$ cat src/rtl/clock_edge_tracker_if.sv
// Divided-clock receiver bus: divided clock/reset in, fast-domain enables and status out.
interface clock_edge_tracker_if #(
  parameter int unsigned par_clk_divisor = 1000
);
  localparam int unsigned CW = $clog2(par_clk_divisor) + 1;

  logic          i_clk_div;
  logic          i_rst_div;
  logic          o_rise_ce;
  logic          o_fall_ce;
  logic          o_rst_ce;
  logic          o_locked;
  logic          o_period_err;
  logic [CW-1:0] o_half_period;
  logic [15:0]   o_err_count;

  // Source of the divided pair; consumer of the tracker status.
  modport master (
    output i_clk_div, i_rst_div,
    input  o_rise_ce, o_fall_ce, o_rst_ce, o_locked, o_period_err,
    input  o_half_period, o_err_count
  );

  // The tracker itself.
  modport slave (
    input  i_clk_div, i_rst_div,
    output o_rise_ce, o_fall_ce, o_rst_ce, o_locked, o_period_err,
    output o_half_period, o_err_count
  );
endinterface

$ cat src/rtl/clock_edge_tracker.sv
// Fast-domain tracker for a divided clock/reset pair: synchronizes both, emits
// rise/fall clock enables, measures half-periods and qualifies lock.
// Optional error statistics counter: define CLOCK_EDGE_TRACKER_STATS_EN.
module clock_edge_tracker #(
  parameter int unsigned par_clk_divisor = 1000,
  parameter int unsigned par_sync_stages = 2,
  parameter int unsigned par_lock_count  = 4
) (
  input  logic                i_clk_mhz,
  input  logic                i_rst_mhz,
  clock_edge_tracker_if.slave bus
);
  localparam int unsigned CW = $clog2(par_clk_divisor) + 1;
  localparam int unsigned SW = par_sync_stages;
  localparam int unsigned GW = 4;

  localparam logic [CW-1:0] HALF_C = CW'(par_clk_divisor / 2);
  localparam logic [CW-1:0] FULL_C = CW'(par_clk_divisor);
  localparam logic [CW-1:0] ONE_C  = CW'(1);
  localparam logic [GW-1:0] LOCK_C = GW'(par_lock_count);

  typedef enum logic [1:0] {
    ST_UNLOCKED,
    ST_ACQUIRE,
    ST_LOCKED
  } state_e;

  logic [SW-1:0] clk_sync_d, clk_sync_q;
  logic [SW-1:0] rst_sync_d, rst_sync_q;
  logic          clk_dly_d, clk_dly_q;
  logic          rise_ce_d, rise_ce_q;
  logic          fall_ce_d, fall_ce_q;
  logic [CW-1:0] cnt_d, cnt_q;
  logic          timed_out_d, timed_out_q;
  state_e        state_d, state_q;
  logic [GW-1:0] good_cnt_d, good_cnt_q;
  logic          locked_d, locked_q;
  logic          period_err_d, period_err_q;
  logic [CW-1:0] half_period_d, half_period_q;

  logic edge_seen_c;
  logic meas_good_c;
  logic timeout_c;

  // Synchronizer chains and edge detection on the last synchronized stage.
  always_comb begin
    clk_sync_d = {clk_sync_q[SW-2:0], bus.i_clk_div};
    rst_sync_d = {rst_sync_q[SW-2:0], bus.i_rst_div};
    clk_dly_d  = clk_sync_q[SW-1];
    rise_ce_d  = clk_sync_q[SW-1] & ~clk_dly_q;
    fall_ce_d  = ~clk_sync_q[SW-1] & clk_dly_q;
  end

  // Half-period counter; timeout flag keeps a saturation episode to one event.
  always_comb begin
    edge_seen_c = rise_ce_q | fall_ce_q;
    meas_good_c = (cnt_q == HALF_C);
    timeout_c   = ~edge_seen_c & (cnt_q == FULL_C) & ~timed_out_q;

    cnt_d       = cnt_q;
    timed_out_d = timed_out_q;
    if (edge_seen_c) begin
      cnt_d       = ONE_C;
      timed_out_d = 1'b0;
    end else begin
      if (cnt_q != FULL_C) begin
        cnt_d = cnt_q + ONE_C;
      end
      if (cnt_q == FULL_C) begin
        timed_out_d = 1'b1;
      end
    end
  end

  // Lock qualification state machine with registered status outputs.
  always_comb begin
    state_d       = state_q;
    good_cnt_d    = good_cnt_q;
    locked_d      = locked_q;
    period_err_d  = 1'b0;
    half_period_d = half_period_q;

    case (state_q)
      ST_UNLOCKED: begin
        // First edge only opens a measurement window; its value is meaningless.
        if (edge_seen_c) begin
          state_d    = ST_ACQUIRE;
          good_cnt_d = '0;
        end
      end
      ST_ACQUIRE: begin
        if (edge_seen_c) begin
          half_period_d = cnt_q;
          if (meas_good_c) begin
            good_cnt_d = good_cnt_q + GW'(1);
            if ((good_cnt_q + GW'(1)) == LOCK_C) begin
              state_d  = ST_LOCKED;
              locked_d = 1'b1;
            end
          end else begin
            good_cnt_d = '0;
          end
        end else if (timeout_c) begin
          state_d    = ST_UNLOCKED;
          good_cnt_d = '0;
        end
      end
      ST_LOCKED: begin
        if (edge_seen_c) begin
          half_period_d = cnt_q;
          if (!meas_good_c) begin
            period_err_d = 1'b1;
            state_d      = ST_ACQUIRE;
            good_cnt_d   = '0;
            locked_d     = 1'b0;
          end
        end else if (timeout_c) begin
          period_err_d = 1'b1;
          state_d      = ST_UNLOCKED;
          good_cnt_d   = '0;
          locked_d     = 1'b0;
        end
      end
      default: begin
        state_d    = ST_UNLOCKED;
        good_cnt_d = '0;
        locked_d   = 1'b0;
      end
    endcase
  end

  // State and output registers.
  always_ff @(posedge i_clk_mhz or negedge i_rst_mhz) begin
    if (!i_rst_mhz) begin
      clk_sync_q    <= '0;
      rst_sync_q    <= '1;
      clk_dly_q     <= 1'b0;
      rise_ce_q     <= 1'b0;
      fall_ce_q     <= 1'b0;
      cnt_q         <= '0;
      timed_out_q   <= 1'b0;
      state_q       <= ST_UNLOCKED;
      good_cnt_q    <= '0;
      locked_q      <= 1'b0;
      period_err_q  <= 1'b0;
      half_period_q <= '0;
    end else begin
      clk_sync_q    <= clk_sync_d;
      rst_sync_q    <= rst_sync_d;
      clk_dly_q     <= clk_dly_d;
      rise_ce_q     <= rise_ce_d;
      fall_ce_q     <= fall_ce_d;
      cnt_q         <= cnt_d;
      timed_out_q   <= timed_out_d;
      state_q       <= state_d;
      good_cnt_q    <= good_cnt_d;
      locked_q      <= locked_d;
      period_err_q  <= period_err_d;
      half_period_q <= half_period_d;
    end
  end

`ifdef CLOCK_EDGE_TRACKER_STATS_EN
  logic [15:0] err_count_d, err_count_q;

  // Saturating count of period error pulses; cleared only by the source reset.
  always_comb begin
    err_count_d = err_count_q;
    if (period_err_q && (err_count_q != 16'hFFFF)) begin
      err_count_d = err_count_q + 16'd1;
    end
  end

  // Error counter register.
  always_ff @(posedge i_clk_mhz or negedge i_rst_mhz) begin
    if (!i_rst_mhz) begin
      err_count_q <= '0;
    end else begin
      err_count_q <= err_count_d;
    end
  end

  assign bus.o_err_count = err_count_q;
`else
  assign bus.o_err_count = 16'h0000;
`endif

  assign bus.o_rise_ce     = rise_ce_q;
  assign bus.o_fall_ce     = fall_ce_q;
  assign bus.o_rst_ce      = rst_sync_q[SW-1];
  assign bus.o_locked      = locked_q;
  assign bus.o_period_err  = period_err_q;
  assign bus.o_half_period = half_period_q;
endmodule

$ cat src/flat_wrapper.sv
// flat-port wrapper written by rule: the top's interface ports become plain ports
module clock_edge_tracker_flat 
#(
  parameter int unsigned par_clk_divisor = 1000,
  parameter int unsigned par_sync_stages = 2,
  parameter int unsigned par_lock_count  = 4
)
  (i_clk_mhz, i_rst_mhz, bus_i_clk_div, bus_i_rst_div, bus_o_rise_ce, bus_o_fall_ce, bus_o_rst_ce, bus_o_locked, bus_o_period_err, bus_o_half_period, bus_o_err_count);
  clock_edge_tracker_if #(.par_clk_divisor(par_clk_divisor)) bus_i ();
  input  logic i_clk_mhz;
  input  logic i_rst_mhz;
  input wire logic [$bits(bus_i.i_clk_div)-1:0] bus_i_clk_div;
  input wire logic [$bits(bus_i.i_rst_div)-1:0] bus_i_rst_div;
  output wire logic [$bits(bus_i.o_rise_ce)-1:0] bus_o_rise_ce;
  output wire logic [$bits(bus_i.o_fall_ce)-1:0] bus_o_fall_ce;
  output wire logic [$bits(bus_i.o_rst_ce)-1:0] bus_o_rst_ce;
  output wire logic [$bits(bus_i.o_locked)-1:0] bus_o_locked;
  output wire logic [$bits(bus_i.o_period_err)-1:0] bus_o_period_err;
  output wire logic [$bits(bus_i.o_half_period)-1:0] bus_o_half_period;
  output wire logic [$bits(bus_i.o_err_count)-1:0] bus_o_err_count;
  assign bus_i.i_clk_div = bus_i_clk_div;
  assign bus_i.i_rst_div = bus_i_rst_div;
  assign bus_o_rise_ce = bus_i.o_rise_ce;
  assign bus_o_fall_ce = bus_i.o_fall_ce;
  assign bus_o_rst_ce = bus_i.o_rst_ce;
  assign bus_o_locked = bus_i.o_locked;
  assign bus_o_period_err = bus_i.o_period_err;
  assign bus_o_half_period = bus_i.o_half_period;
  assign bus_o_err_count = bus_i.o_err_count;
  clock_edge_tracker #(.par_clk_divisor(par_clk_divisor), .par_sync_stages(par_sync_stages), .par_lock_count(par_lock_count)) u_core (.i_clk_mhz(i_clk_mhz), .i_rst_mhz(i_rst_mhz), .bus(bus_i));
endmodule
$ cat config.mk
export PLATFORM = sky130hd
export DESIGN_NAME = clock_edge_tracker_flat
export DESIGN_NICKNAME = d
export VERILOG_FILES = /design/src/rtl/clock_edge_tracker_if.sv /design/src/rtl/clock_edge_tracker.sv /design/src/flat_wrapper.sv
export SDC_FILE = /design/constraint.sdc
export NUM_CORES = 1
export LEC_CHECK = 0
export CAP_MARGIN = 20
export CORE_MARGIN = 2
export CORE_UTILIZATION = 55
export DETAILED_ROUTE_END_ITERATION = 8
export MAX_ROUTING_LAYER = met4
export PLACE_DENSITY = 0.83
export SLEW_MARGIN = 20
export SYNTH_ARGS = -nofsm -noshare
export SYNTH_HDL_FRONTEND = slang
export SYNTH_SLANG_ARGS = --single-unit
$ cat constraint.sdc
create_clock -name i_clk_mhz -period 5.1 [get_ports i_clk_mhz]
set_input_delay 1.02 -clock i_clk_mhz [delete_from_list [all_inputs] [get_ports i_clk_mhz]]
set_output_delay 1.02 -clock i_clk_mhz [all_outputs]
set_load 0.05 [all_outputs]
==> results.tsv <==
metric	value	unit
status	finished clean	
layout net count	217	
most frequent cell after synthesis	dfrtp_1	
Critical Path Fanout Max	1	
PortBufs	19	
Worst-Margin Slew	0.827	ns
clk slew on worst S/H paths	0.10	ns
initial antenna violation count	0	
DRC Markers	0	
All-Layer GR Usage	20.7	%
Pins Over Slew Limit	0	
YS warnings	0	
CTS Buf Count	5	
vias in the first global route	1381	
worst min path class	flip-flop to flip-flop	
setup_tns	0	ns
IR drop worst, VDD	0.301	mV
main combinational cell family by area after synthesis	simple AND/OR/NAND/NOR gates	
grt total ovfl	0	
antenna-violating nets left	0	
wire per inst	14.2	um
I/O pin count	36	
Max-cap violations	0	
Initial Utilization	57.9	%
final clock period utilization by the worst path	52.3	%
Synth top cells by count	36 x dfrtp_1, 21 x nor2_1, 18 x nand2_1	
Tot Pwr	0.876	mW
die footprint	4060	sq um
mapped cell area	1960	sq um
delay-heaviest family, CP	buffers and inverters	
CP max stage delay	0.79	ns
Vias/cell	5.38	
Worst Clk Skew	0.0172	ns
post-synthesis mux area share	6.44	%
slew margin rel.	44.9	%
chip height	63.7	um
CTS sink cnt	38	
Synth Area in Compound Gates	8.93	%
post-synth cell types	47	
mean post-synth cell area	10.7	sq um
H-tree level count	2	
Achievable Freq	375	MHz
top cell type's share of synthesized area	45.9	%
crit path cell chain	clkdlybuf4s50_1	
cts repair resizes	0	
Synth Area in Adders	4.46	%
worst endpoint required time	4.08	ns
Row Count	21	
slowest CP cell	clkdlybuf4s50_1	
largest net degree at the start of global routing	39	
first-pass GRT wire length	6.26	mm
xor/xnor share of the synthesized area	4.02	%
RSZ-0062 raised after global routing	no	
post-CTS setup buffers	0	
clk buf depth	2	
die width	63.7	um
area growth from synthesis to layout	12.5	%
startpoint types	flip-flop	
antenna cells	0	
hold_buf cts	0	
CP Data Arrival Time	1.65	ns
Total Wirelength	3.60	mm
DP Worst Slack	2.80	ns
fraction of layout cells with a size suffix above 1	15.0	%
worst-skew pair later-pin latency	0.35	ns
HPWL Detailed	2.64	mm
core region area	3390	sq um
Setup-failing EPs final	0	
Yosys reg bits	38	
CTS Root Cell	clkbuf_4	
Power per Cell Area	397	nW/um^2
Iter 0 DRT Violations	104	
CP Class	flip-flop to output port	
register area share after synthesis	48.6	%
gpl congestion	0.912	
Gate Count Post-Synth	184	
TritonCTS clock tree	done	
crit end category	output port	
Critical path buffers and inverters	1	
post-synth top area cell	dfrtp_1	
Post-synth EDFFs	0	
Synth async-reset ratio	100	%
post-synthesis simple-gate area fraction	18.8	%
endpoints failing hold	0	
Final WS setup	2.43	ns
Most used DFF post-synth	dfrtp_1	
Leak Pwr	1.00	nW
top area cells in the synthesized netlist	dfrtp_1 46%, buf_4 6.1%, mux2_2 5.2%	
vias post-DR	1361	
Initial DRT Pass Iterations	4	
min cycle time layout	2.67	ns
-- cell usage in the layout (no fill, tap or decap), types with 3 or more instances in the layout --
master	Yosys	final
inv_1	8	8
mux2_2	9	9
nand3_1	8	8
conb_1	1	16
xor2_1	4	4
nor2b_1	3	3
xnor2_1	5	5
nor3_1	3	3
nand2_1	18	18
a41oi_1	3	3
o21ai_0	4	4
clkdlybuf4s50_1	0	18
ha_1	7	7
clkbuf_4	0	5
dfrtp_1	36	36
nor2_1	21	21
-- per-stage QoR --
step	hold WS (ns)	instance area, sq um	utilization [%]	std cells
floorplan	0.331	2020	-	199
global placement	0.333	2120	62.6	245
detailed placement	0.345	2120	62.6	245
CTS	0.366	2210	65.1	253
global route	0.368	2210	65.1	253
finish	0.362	2210	65.1	253
-- where the power goes --
| group | switching, mW | leakage (nW) | internal [mW] |
|---|---|---|---|
| sequential | 0.0239 | 0.503 | 0.329 |
| combinational | 0.199 | 0.456 | 0.109 |
| clock | 0.0969 | 0.0455 | 0.117 |
-- state kept, by name, summed over array words and instances, names as in the netlist --
name	flops
u_core.bus.o_fall_ce	1
u_core.bus.o_half_period	11
u_core.bus.o_locked	1
u_core.bus.o_period_err	1
u_core.bus.o_rise_ce	1
u_core.clk_dly_q	1
u_core.clk_sync_q	2
u_core.cnt_q	11
u_core.good_cnt_q	4
u_core.rst_sync_q	2
u_core.state_q	2
u_core.timed_out_q	1
-- kinds of logic (layout without fill, tap and decap cells) --
logic type	Yosys count	in the layout
adders and majority gates	7	7
xor gates and xnor gates	9	9
and+or+nand+nor	69	69
other	1	16
AOI/OAI and AO/OA	22	22
buffers and inverters	27	35
muxes	11	11
DFF	38	38
-- path summary, 6_finish.rpt --
| check | from | end | slack [ns] | cells after the start |
|---|---|---|---|---|
| setup / recovery | u_core.rst_sync_q[1]$_DFF_PN1_ | bus_o_rst_ce | 2.43 | 1 |
| hold / removal | u_core.rst_sync_q[0]$_DFF_PN1_ | u_core.rst_sync_q[1]$_DFF_PN1_ | 0.36 | 0 |
| setup reg to reg | u_core.cnt_q[2]$_DFFE_PN0P_ | u_core.state_q[0]$_DFFE_PN0P_ | 2.94 | 5 |
| hold reg to reg | u_core.rst_sync_q[0]$_DFF_PN1_ | u_core.rst_sync_q[1]$_DFF_PN1_ | 0.36 | 0 |
| max in group asynchronous | i_rst_mhz | u_core.bus.o_half_period[3]$_DFFE_PN0P_ | 3.82 | 1 |
| min in group asynchronous | i_rst_mhz | u_core.good_cnt_q[1]$_DFFE_PN0P_ | 0.75 | 1 |
-- final cells by class --
cell class	count	area [sq um]
fillers	282	1180
inverters	8	30.0
multi-input cells	134	896
well taps	46	57.6
flip-flops and latches	38	953
clock inverters	1	30.0
clock buffers	7	55.1
repair buffers	19	185
-- metal layers --
metal  global-route usage (%)  up-vias  part of all wire (%)  routed length, um
met5                        -        -                     0                  0
met4                     9.78        0                   1.7                 63
met3                     5.00       10                   3.7                132
met2                     35.0       31                    52               1860
met1                     23.1      670                    43               1550
li1                         -      650                     -                  -
Power figures use the tool's default switching activity.
